===== src/rtl/flmult_pipe_if.sv =====
// Operand/result handshake bundle for the pipelined float multiplier.
// The producer/consumer side uses master; the multiplier uses slave.
interface flmult_pipe_if #(
  parameter int TAG_W = 8
);
  logic             in_valid;
  logic             in_ready;
  logic [31:0]      num1;
  logic [31:0]      num2;
  logic [TAG_W-1:0] in_tag;
  logic             out_valid;
  logic             out_ready;
  logic [31:0]      result;
  logic [TAG_W-1:0] out_tag;
  logic             ovf;
  logic             unf;

  modport master (
    output in_valid, num1, num2, in_tag, out_ready,
    input  in_ready, out_valid, result, out_tag, ovf, unf
  );

  modport slave (
    input  in_valid, num1, num2, in_tag, out_ready,
    output in_ready, out_valid, result, out_tag, ovf, unf
  );
endinterface


===== src/rtl/flmult_pipe.sv =====
// 3-stage IEEE-754 single multiplier: unpack/classify, mantissa product,
// normalise/round/pack. A single global enable stalls every stage at once.
module flmult_pipe #(
  parameter int MAN_BITS = 14,
  parameter int ROUND    = 0,
  parameter int TAG_W    = 8
) (
  input logic          clk,
  input logic          rst,
  flmult_pipe_if.slave bus
);
  localparam int W = 2 * MAN_BITS;

  logic en;
  assign en = !bus.out_valid || bus.out_ready;
  assign bus.in_ready = en;

  logic [7:0]  e1, e2;
  logic [22:0] f1, f2;
  logic        zero_a, zero_b, inf_a, inf_b, nan_a, nan_b, sign_c;
  logic        spec_c;
  logic [31:0] spec_val_c;
  logic signed [9:0] esum_c;

  assign e1 = bus.num1[30:23];
  assign e2 = bus.num2[30:23];
  assign f1 = bus.num1[22:0];
  assign f2 = bus.num2[22:0];
  assign zero_a = (e1 == 8'h00);
  assign zero_b = (e2 == 8'h00);
  assign inf_a  = (e1 == 8'hFF) && (f1 == 23'd0);
  assign inf_b  = (e2 == 8'hFF) && (f2 == 23'd0);
  assign nan_a  = (e1 == 8'hFF) && (f1 != 23'd0);
  assign nan_b  = (e2 == 8'hFF) && (f2 != 23'd0);
  assign sign_c = bus.num1[31] ^ bus.num2[31];
  assign esum_c = $signed({2'b00, e1} + {2'b00, e2} - 10'd127);

  // Special cases are resolved up front and simply ride down the pipe.
  always_comb begin
    spec_c     = 1'b1;
    spec_val_c = 32'h0000_0000;
    if (nan_a || nan_b || (inf_a && zero_b) || (zero_a && inf_b))
      spec_val_c = 32'h7FC0_0000;
    else if (inf_a || inf_b)
      spec_val_c = {sign_c, 8'hFF, 23'd0};
    else if (zero_a || zero_b)
      spec_val_c = 32'h0000_0000;
    else
      spec_c = 1'b0;
  end

  logic                v1, v2;
  logic                sign1, sign2, spec1, spec2;
  logic [31:0]         spec_val1, spec_val2;
  logic [MAN_BITS-1:0] ma1, mb1;
  logic signed [9:0]   esum1, esum2;
  logic [TAG_W-1:0]    tag1, tag2;
  logic [W-1:0]        prod2;

  always_ff @(posedge clk) begin
    if (en) begin
      sign1     <= sign_c;
      spec1     <= spec_c;
      spec_val1 <= spec_val_c;
      ma1       <= {1'b1, f1[22 -: MAN_BITS-1]};
      mb1       <= {1'b1, f2[22 -: MAN_BITS-1]};
      esum1     <= esum_c;
      tag1      <= bus.in_tag;
      sign2     <= sign1;
      spec2     <= spec1;
      spec_val2 <= spec_val1;
      esum2     <= esum1;
      tag2      <= tag1;
      prod2     <= W'(ma1) * W'(mb1);
    end
  end

  logic [W-2:0]      pn;
  logic [22:0]       frac;
  logic              guard, sticky, inc;
  logic [23:0]       frac_r;
  logic signed [9:0] exp_n;
  logic [31:0]       res_c;
  logic              ovf_c, unf_c;

  // pn drops the leading one, so frac/guard/sticky sit at fixed positions.
  always_comb begin
    pn     = prod2[W-1] ? prod2[W-2:0] : {prod2[W-3:0], 1'b0};
    frac   = pn[W-2 -: 23];
    guard  = pn[W-25];
    sticky = |pn[W-26:0];
    inc    = (ROUND != 0) && guard && (sticky || frac[0]);
    frac_r = {1'b0, frac} + {23'd0, inc};
    exp_n  = esum2 + {9'd0, prod2[W-1]} + {9'd0, frac_r[23]};
    res_c  = {sign2, exp_n[7:0], frac_r[22:0]};
    ovf_c  = 1'b0;
    unf_c  = 1'b0;
    if (spec2) begin
      res_c = spec_val2;
    end else if (exp_n >= 10'sd255) begin
      res_c = {sign2, 8'hFF, 23'd0};
      ovf_c = 1'b1;
    end else if (exp_n <= 10'sd0) begin
      res_c = 32'h0000_0000;
      unf_c = 1'b1;
    end
  end

  always_ff @(posedge clk) begin
    if (rst) begin
      v1            <= 1'b0;
      v2            <= 1'b0;
      bus.out_valid <= 1'b0;
      bus.result    <= 32'h0000_0000;
      bus.out_tag   <= '0;
      bus.ovf       <= 1'b0;
      bus.unf       <= 1'b0;
    end else if (en) begin
      v1            <= bus.in_valid;
      v2            <= v1;
      bus.out_valid <= v2;
      if (v2) begin
        bus.result  <= res_c;
        bus.out_tag <= tag2;
        bus.ovf     <= ovf_c;
        bus.unf     <= unf_c;
      end
    end
  end
endmodule


===== src/flat_wrapper.sv =====
// flat-port wrapper written by rule: the top's interface ports become plain ports
module flmult_pipe_flat 
#(
  parameter int MAN_BITS = 14,
  parameter int ROUND    = 0,
  parameter int TAG_W    = 8
)
  (clk, rst, bus_in_valid, bus_num1, bus_num2, bus_in_tag, bus_out_ready, bus_in_ready, bus_out_valid, bus_result, bus_out_tag, bus_ovf, bus_unf);
  flmult_pipe_if #(.TAG_W(TAG_W)) bus_i ();
  input logic clk;
  input logic rst;
  input wire logic [$bits(bus_i.in_valid)-1:0] bus_in_valid;
  input wire logic [$bits(bus_i.num1)-1:0] bus_num1;
  input wire logic [$bits(bus_i.num2)-1:0] bus_num2;
  input wire logic [$bits(bus_i.in_tag)-1:0] bus_in_tag;
  input wire logic [$bits(bus_i.out_ready)-1:0] bus_out_ready;
  output wire logic [$bits(bus_i.in_ready)-1:0] bus_in_ready;
  output wire logic [$bits(bus_i.out_valid)-1:0] bus_out_valid;
  output wire logic [$bits(bus_i.result)-1:0] bus_result;
  output wire logic [$bits(bus_i.out_tag)-1:0] bus_out_tag;
  output wire logic [$bits(bus_i.ovf)-1:0] bus_ovf;
  output wire logic [$bits(bus_i.unf)-1:0] bus_unf;
  assign bus_i.in_valid = bus_in_valid;
  assign bus_i.num1 = bus_num1;
  assign bus_i.num2 = bus_num2;
  assign bus_i.in_tag = bus_in_tag;
  assign bus_i.out_ready = bus_out_ready;
  assign bus_in_ready = bus_i.in_ready;
  assign bus_out_valid = bus_i.out_valid;
  assign bus_result = bus_i.result;
  assign bus_out_tag = bus_i.out_tag;
  assign bus_ovf = bus_i.ovf;
  assign bus_unf = bus_i.unf;
  flmult_pipe #(.MAN_BITS(MAN_BITS), .ROUND(ROUND), .TAG_W(TAG_W)) u_core (.clk(clk), .rst(rst), .bus(bus_i));
endmodule

===== config.mk =====
export PLATFORM = sky130hd
export DESIGN_NAME = flmult_pipe_flat
export DESIGN_NICKNAME = d
export VERILOG_FILES = /design/src/rtl/flmult_pipe_if.sv /design/src/rtl/flmult_pipe.sv /design/src/flat_wrapper.sv
export SDC_FILE = /design/constraint.sdc
export NUM_CORES = 1
export LEC_CHECK = 0
export ABC_AREA = 1
export CAP_MARGIN = 40
export CORE_MARGIN = 5
export CORE_UTILIZATION = 64
export DETAILED_ROUTE_END_ITERATION = 16
export GPL_TIMING_DRIVEN = 0
export PLACE_DENSITY = 0.95
export SYNTH_ARGS = -nofsm -noshare
export SYNTH_HDL_FRONTEND = slang
export SYNTH_SLANG_ARGS = --single-unit

===== constraint.sdc =====
create_clock -name clk -period 15.51 [get_ports clk]
set_input_delay 3.102 -clock clk [delete_from_list [all_inputs] [get_ports clk]]
set_output_delay 3.102 -clock clk [all_outputs]
set_load 0.02 [all_outputs]

Word level (Yosys, flattened, before mapping)
Index checks and enable logic that the tools add are counted.

storage, ports and cells
  bits in registers = 203
  output and inout port bits = 44
  input bits = 76
  word-level logic and storage cells = 64

cells by class
  multipliers = 1
  $add $sub $neg = 3
  reduce and logical (&&, ||, !) cells = 22
  multiplexer cells = 11
  magnitude comparators = 2
  bitwise operators = 2
  equal/unequal tests = 2

operators by type and width
  cell                   count
  $mux 32                3
  $logic_not 23->1       2
  $reduce_bool 23->1     2
  $mux 31                1
  $mul 14x14->28         1
  $mux 27                1
  $eq 8x8->1 const B     2
  $logic_not 8->1        2
  $add 10x1->10          1
  $ge 10x9->1 const B    1
  $le 10x1->1 const B    1
  $sub 10x7->10 const B  1
  $add 8x8->9            1
  $logic_and 1x1->1      6
  $logic_or 1x1->1       6
  $mux 1                 6
  $reduce_or 2->1        2
  $reduce_and 2->1       1
  $logic_not 1->1        1
  $not 1->1              1
  $xor 1x1->1            1

Logic depth before layout (Yosys ltp)
  word-level depth = 6
  gate-level depth with buffers = 26
  gate-level depth less buffers = 25

Least setup slack after synthesis
Ideal clock, no wire load.

  kind = input -> output
  start = input port bus_out_ready
  end = output port bus_in_ready
  path buffers = 0
  stages on the path = 2
  data arrival time = 5.198 ns
  required time = 12.408 ns
  slack = 7.210 ns
  cells stage by stage = nor2_1 -> inv_1

between the ends
  longest elaborated chain between the ends = 1

RTL lines
  item              line                source
  start, declared   flat_wrapper.sv:16  input wire logic [$bits(bus_i.out_ready)-1:0] bus_out_ready;
  $logic_or 1x1->1  flmult_pipe.sv:15   assign en = !bus.out_valid || bus.out_ready;
  end, declared     flat_wrapper.sv:17  output wire logic [$bits(bus_i.in_ready)-1:0] bus_in_ready;

No other way between the ends.

Final worst setup path
Ends and elaborated chain as after synthesis.

==> results list <==
- Status: completed
- Setup slack of the most critical reg-to-reg path: 9200 ps
- Cell type of the slowest stage on the worst timing path: sky130_fd_sc_hd__clkdlybuf4s50_1
* Number of buffers and inverters on the critical path: 4
* Port bufs: between 100 and 150
* End of the worst register-to-register path: u_core.prod2[23]$_DFFE_PN_
- By instance count, the leading cell after synthesis is sky130_fd_sc_hd__nand2_1.
- The root buffer cell chosen for the clock tree is sky130_fd_sc_hd__clkbuf_16.
- Area share of the leading cell type in the synthesized netlist: a little under a quarter
- Post-synthesis register bit count: 142
- Relative contribution of sequential cells to total power: around 18%
- Type of the tightest min-delay check: reg2reg
* Total placed instance area: 14300 sq um
- Area contributors post-synth: sky130_fd_sc_hd__edfxtp_1, sky130_fd_sc_hd__fa_1, sky130_fd_sc_hd__nand2_1
- Setup violations remaining at the end of the flow were counted as 0.
* Number of max-slew violations in the final report: 0
* Largest net degree at the start of global routing: 56
- The clock arrives with between 15 and 20 ps of skew.
- The floorplan has approximately 50 rows.
- Buffers from clock root to sink, at most: 2
- Measured slew at the worst slew-check pin: about 710 ps
* Start point of the worst hold path: u_core.esum1[0]$_DFFE_PN_
- The filler cells instantiated in the layout total 1179.
* Worst Path Max Fanout: between 50 and 60
* Number of CTS-inserted buffers: 17
- Area occupied by multi-input gates: 7460 sq um
* Slew HR: a little over half
- The initial utilization of the core area, before any placement, comes to approximately two thirds.
* Average via count per standard cell: about 5.7
* Post-CTS setup buffer count: 0
* Commonest register cell after synthesis: sky130_fd_sc_hd__edfxtp_1
- Core area: roughly 20000 sq um
* Floorplan die width: between 150 and 200 microns
* Worst Hold Endpoint: u_core.esum2[0]$_DFFE_PN_
- Dividing the detail-routed wire length by the instance count gives ~18 microns.
- Leak: 0.00757 uW
- For this run, the slowest stage of the critical path takes 660 ps.
* Clock slew at the register clock pins of the worst setup and hold paths: ~70 ps
- The first global-routing pass estimated 54100 microns of wire.
- In this run the count of I/O pins placed on the die edge is 120.
- CTS saw about 140 sinks.
- Synthesis produced a netlist with a net count of approximately 1800.
- 0 antenna diodes ended up in the layout.
- The netlist uses 37 different library cells.
- The wire-length estimate of the detail-placed layout is about 25000 microns.
- After routing the design area is 14900 sq um.
* Maxcap violations: 0
- Kind of critical path: in2out
- Each instance of the synthesized netlist takes up on average between 8 and 9 sq um.
- Across the whole layout, storage elements account for between 3000 and 4000 sq um.
- Fraction of the yosys area taken by sequential cells: ~30%
- The clock period could shrink to approximately 8300 ps.
- The via count of the first global-routing pass came to 11100.
- The startpoint identified for the worst register-to-register timing path is u_core.ma1[7]$_DFFE_PN_.
- Crit path launch type: input port
* Nets: approximately 1900
- Based on the critical path, the design can be clocked at up to roughly 120 MHz.
- Count of antenna-violating nets left after detailed routing: 0
- After synthesis, the share of flip-flops with an asynchronous set or reset is 0%.
* List of most frequent post-synthesis cells: sky130_fd_sc_hd__nand2_1, sky130_fd_sc_hd__inv_1, sky130_fd_sc_hd__fa_1
- The routed layout has between 10000 and 15000 vias.
* Iteration-0 DRC Markers: about 1300
- Worst-path cell chain: clkdlybuf4s50_1 -> nor2_1 -> inv_4 -> buf_16 -> clkdlybuf4s50_1
* Instance count on the critical path: 5
* GRT Residual Overflow: 0
- Switching share of power: between 50% and 60%
- Portion of total power attributed to combinational logic: 70.3%
* Cell repeated most along the worst path: sky130_fd_sc_hd__clkdlybuf4s50_1
- Cells with a size suffix above 1 make up under 10% of the layout.
* Cells after synthesis: around 1500
* Cell type with the highest aggregate area in the netlist: sky130_fd_sc_hd__edfxtp_1
- Yosys mapped a number of flops with a built-in enable equal to between 90 and 100.
* Final hold viol count: 0
- The analysis attributes to net switching a power of 1820 uW.
- Total negative setup slack: 0 ps
- The number of cells on the worst reg-to-reg path is 21.
- Post-synth design cell area: approximately 13000 sq um
* Category of cells accounting for the largest share of critical-path delay: buffers and inverters
* Post-cts resize count: 0
- Cell-internal power: 1790 uW
- Global routing consumed, over all layers together, 30.7% of the routing resources.
- TritonCTS clock tree: yes
* Power per Cell Area: between 200 and 250 nW/um^2
- VDD IR-drop max: 0.260 mV
* Height of the die: between 150 and 200 microns
- Yosys printed 0 warnings.
- For this block, the routed nets add up to approximately 34000 microns of wire.
- STA classifies the critical path endpoint as a primary output.
- The initial antenna violation count is 0.
- Setup repair after global routing left no endpoint under its margin.
- From synthesis to final layout, the design area changed by 16.9%.
- At the later pin of the worst-skew pair, clock insertion delay measures between 400 and 500 ps.
* Final cycle utilization of the critical path: a little over half
- Measured on the finished design, the core utilization comes to 76.2%.
- Final estimated routing congestion in global placement: just over 0.9
* Arrival time at the worst endpoint: between 5000 and 6000 ps
* Worst Hold Path Cells: 0
- Die area: 22800 sq um
- Data required time of the worst path: around 12000 ps
* Number of remaining DRC errors: 0
- Number of H-tree levels: 4
- Part of the power in the clock network: 11.8%
- First-pass iteration count of the detailed router: 6
* Hold-fix buffers, CTS: 0
-- layout make-up --
class | instances | share of cell area, %
Sequential cell | 142 | 25.6
Inverter | 319 | 8.07
Multi-Input combinational cell | 958 | 50.2
Buffer | 48 | 1.65
Clock inverter | 14 | 1.09
Clock buffer | 18 | 3.03
Tap cell | 265 | 2.23
Timing Repair Buffer | 119 | 8.13
-- registers in the layout (all words and copies together) (netlist names), 3 cells and up --
register,count
u_core.bus.out_tag,8
u_core.spec_val1,3
u_core.esum2,10
u_core.prod2,25
u_core.mb1,13
u_core.tag2,8
u_core.esum1,10
u_core.tag1,8
u_core.spec_val2,3
u_core.bus.result,32
u_core.ma1,13
-- stage by stage --
| stage | setup WS, ps | std cells | power, uW | hold WS (ps) |
|---|---|---|---|---|
| after floorplan | 7210 | 1467 | 2480 | 400 |
| after global placement | 5190 | 1850 | 2940 | 401 |
| after detailed placement | 7250 | 1851 | 3070 | 405 |
| after CTS | 7230 | 1883 | 3560 | 415 |
| after global routing | 7150 | 1883 | 3910 | 429 |
| final | 7230 | 1883 | 3610 | 417 |
-- metal layers --
metal  track usage (%)  wire (microns)  vias to the layer above
li1                  -               -                     4820
met1              35.5           12000                     5090
met2              54.6           17100                      684
met3              6.61            3340                      153
met4              14.4            1550                        0
met5                 0               0                        -
-- worst max-delay path by stage --
stage | from | to | slack [ps]
after floorplan | bus_out_ready | bus_in_ready | 7210
after global placement | bus_out_ready | bus_in_ready | 5190
after detailed placement | bus_out_ready | bus_in_ready | 7250
after CTS | bus_out_ready | bus_in_ready | 7230
after global routing | bus_out_ready | bus_in_ready | 7150
final | bus_out_ready | bus_in_ready | 7230
-- power by group through the flow --
stage | registers [uW] | clock network [uW] | logic [uW]
2_1_floorplan | 644 | 0 | 1840
3_3_place_gp | 644 | 0 | 2300
3_5_place_dp | 649 | 0 | 2420
4_1_cts | 642 | 425 | 2500
5_1_grt | 651 | 442 | 2820
6_report | 645 | 428 | 2540
-- cells in the final DEF, fill, tap and decap left out, types with 3 or more instances in the layout --
| master | n |
|---|---|
| sky130_fd_sc_hd__inv_6 | 4 |
| sky130_fd_sc_hd__o21bai_1 | 7 |
| sky130_fd_sc_hd__xnor2_1 | 16 |
| sky130_fd_sc_hd__a21oi_1 | 65 |
| sky130_fd_sc_hd__nand2_1 | 378 |
| sky130_fd_sc_hd__a31oi_1 | 3 |
| sky130_fd_sc_hd__buf_6 | 5 |
| sky130_fd_sc_hd__dfxtp_1 | 45 |
| sky130_fd_sc_hd__xor2_1 | 22 |
| sky130_fd_sc_hd__o21ai_0 | 31 |
| sky130_fd_sc_hd__buf_2 | 5 |
| sky130_fd_sc_hd__clkbuf_1 | 36 |
| sky130_fd_sc_hd__nand4_1 | 32 |
| sky130_fd_sc_hd__nand3b_1 | 11 |
| sky130_fd_sc_hd__nand3_2 | 6 |
| sky130_fd_sc_hd__inv_8 | 4 |
| sky130_fd_sc_hd__clkinv_8 | 3 |
| sky130_fd_sc_hd__nor4_1 | 13 |
| sky130_fd_sc_hd__edfxtp_1 | 97 |
| sky130_fd_sc_hd__inv_1 | 316 |
| sky130_fd_sc_hd__nor2_4 | 3 |
| sky130_fd_sc_hd__fa_1 | 142 |
| sky130_fd_sc_hd__ha_1 | 100 |
| sky130_fd_sc_hd__clkbuf_16 | 18 |
| sky130_fd_sc_hd__nand3_1 | 36 |
| sky130_fd_sc_hd__nor2_1 | 67 |
| sky130_fd_sc_hd__clkdlybuf4s50_1 | 118 |
| sky130_fd_sc_hd__a21o_1 | 5 |
| sky130_fd_sc_hd__nor3_1 | 7 |
-- logic make-up after synthesis --
logic type                 Yosys count  synth area share, %
and+or+nand+nor                    562                 18.9
AOI/OAI and AO/OA                  116                 4.96
buffers and inverters              367                 11.3
xor gates and xnor gates            38                 2.62
adders and majority gates          242                 32.2
DFF                                142                 30.0
(Power assumes the default switching activity.)
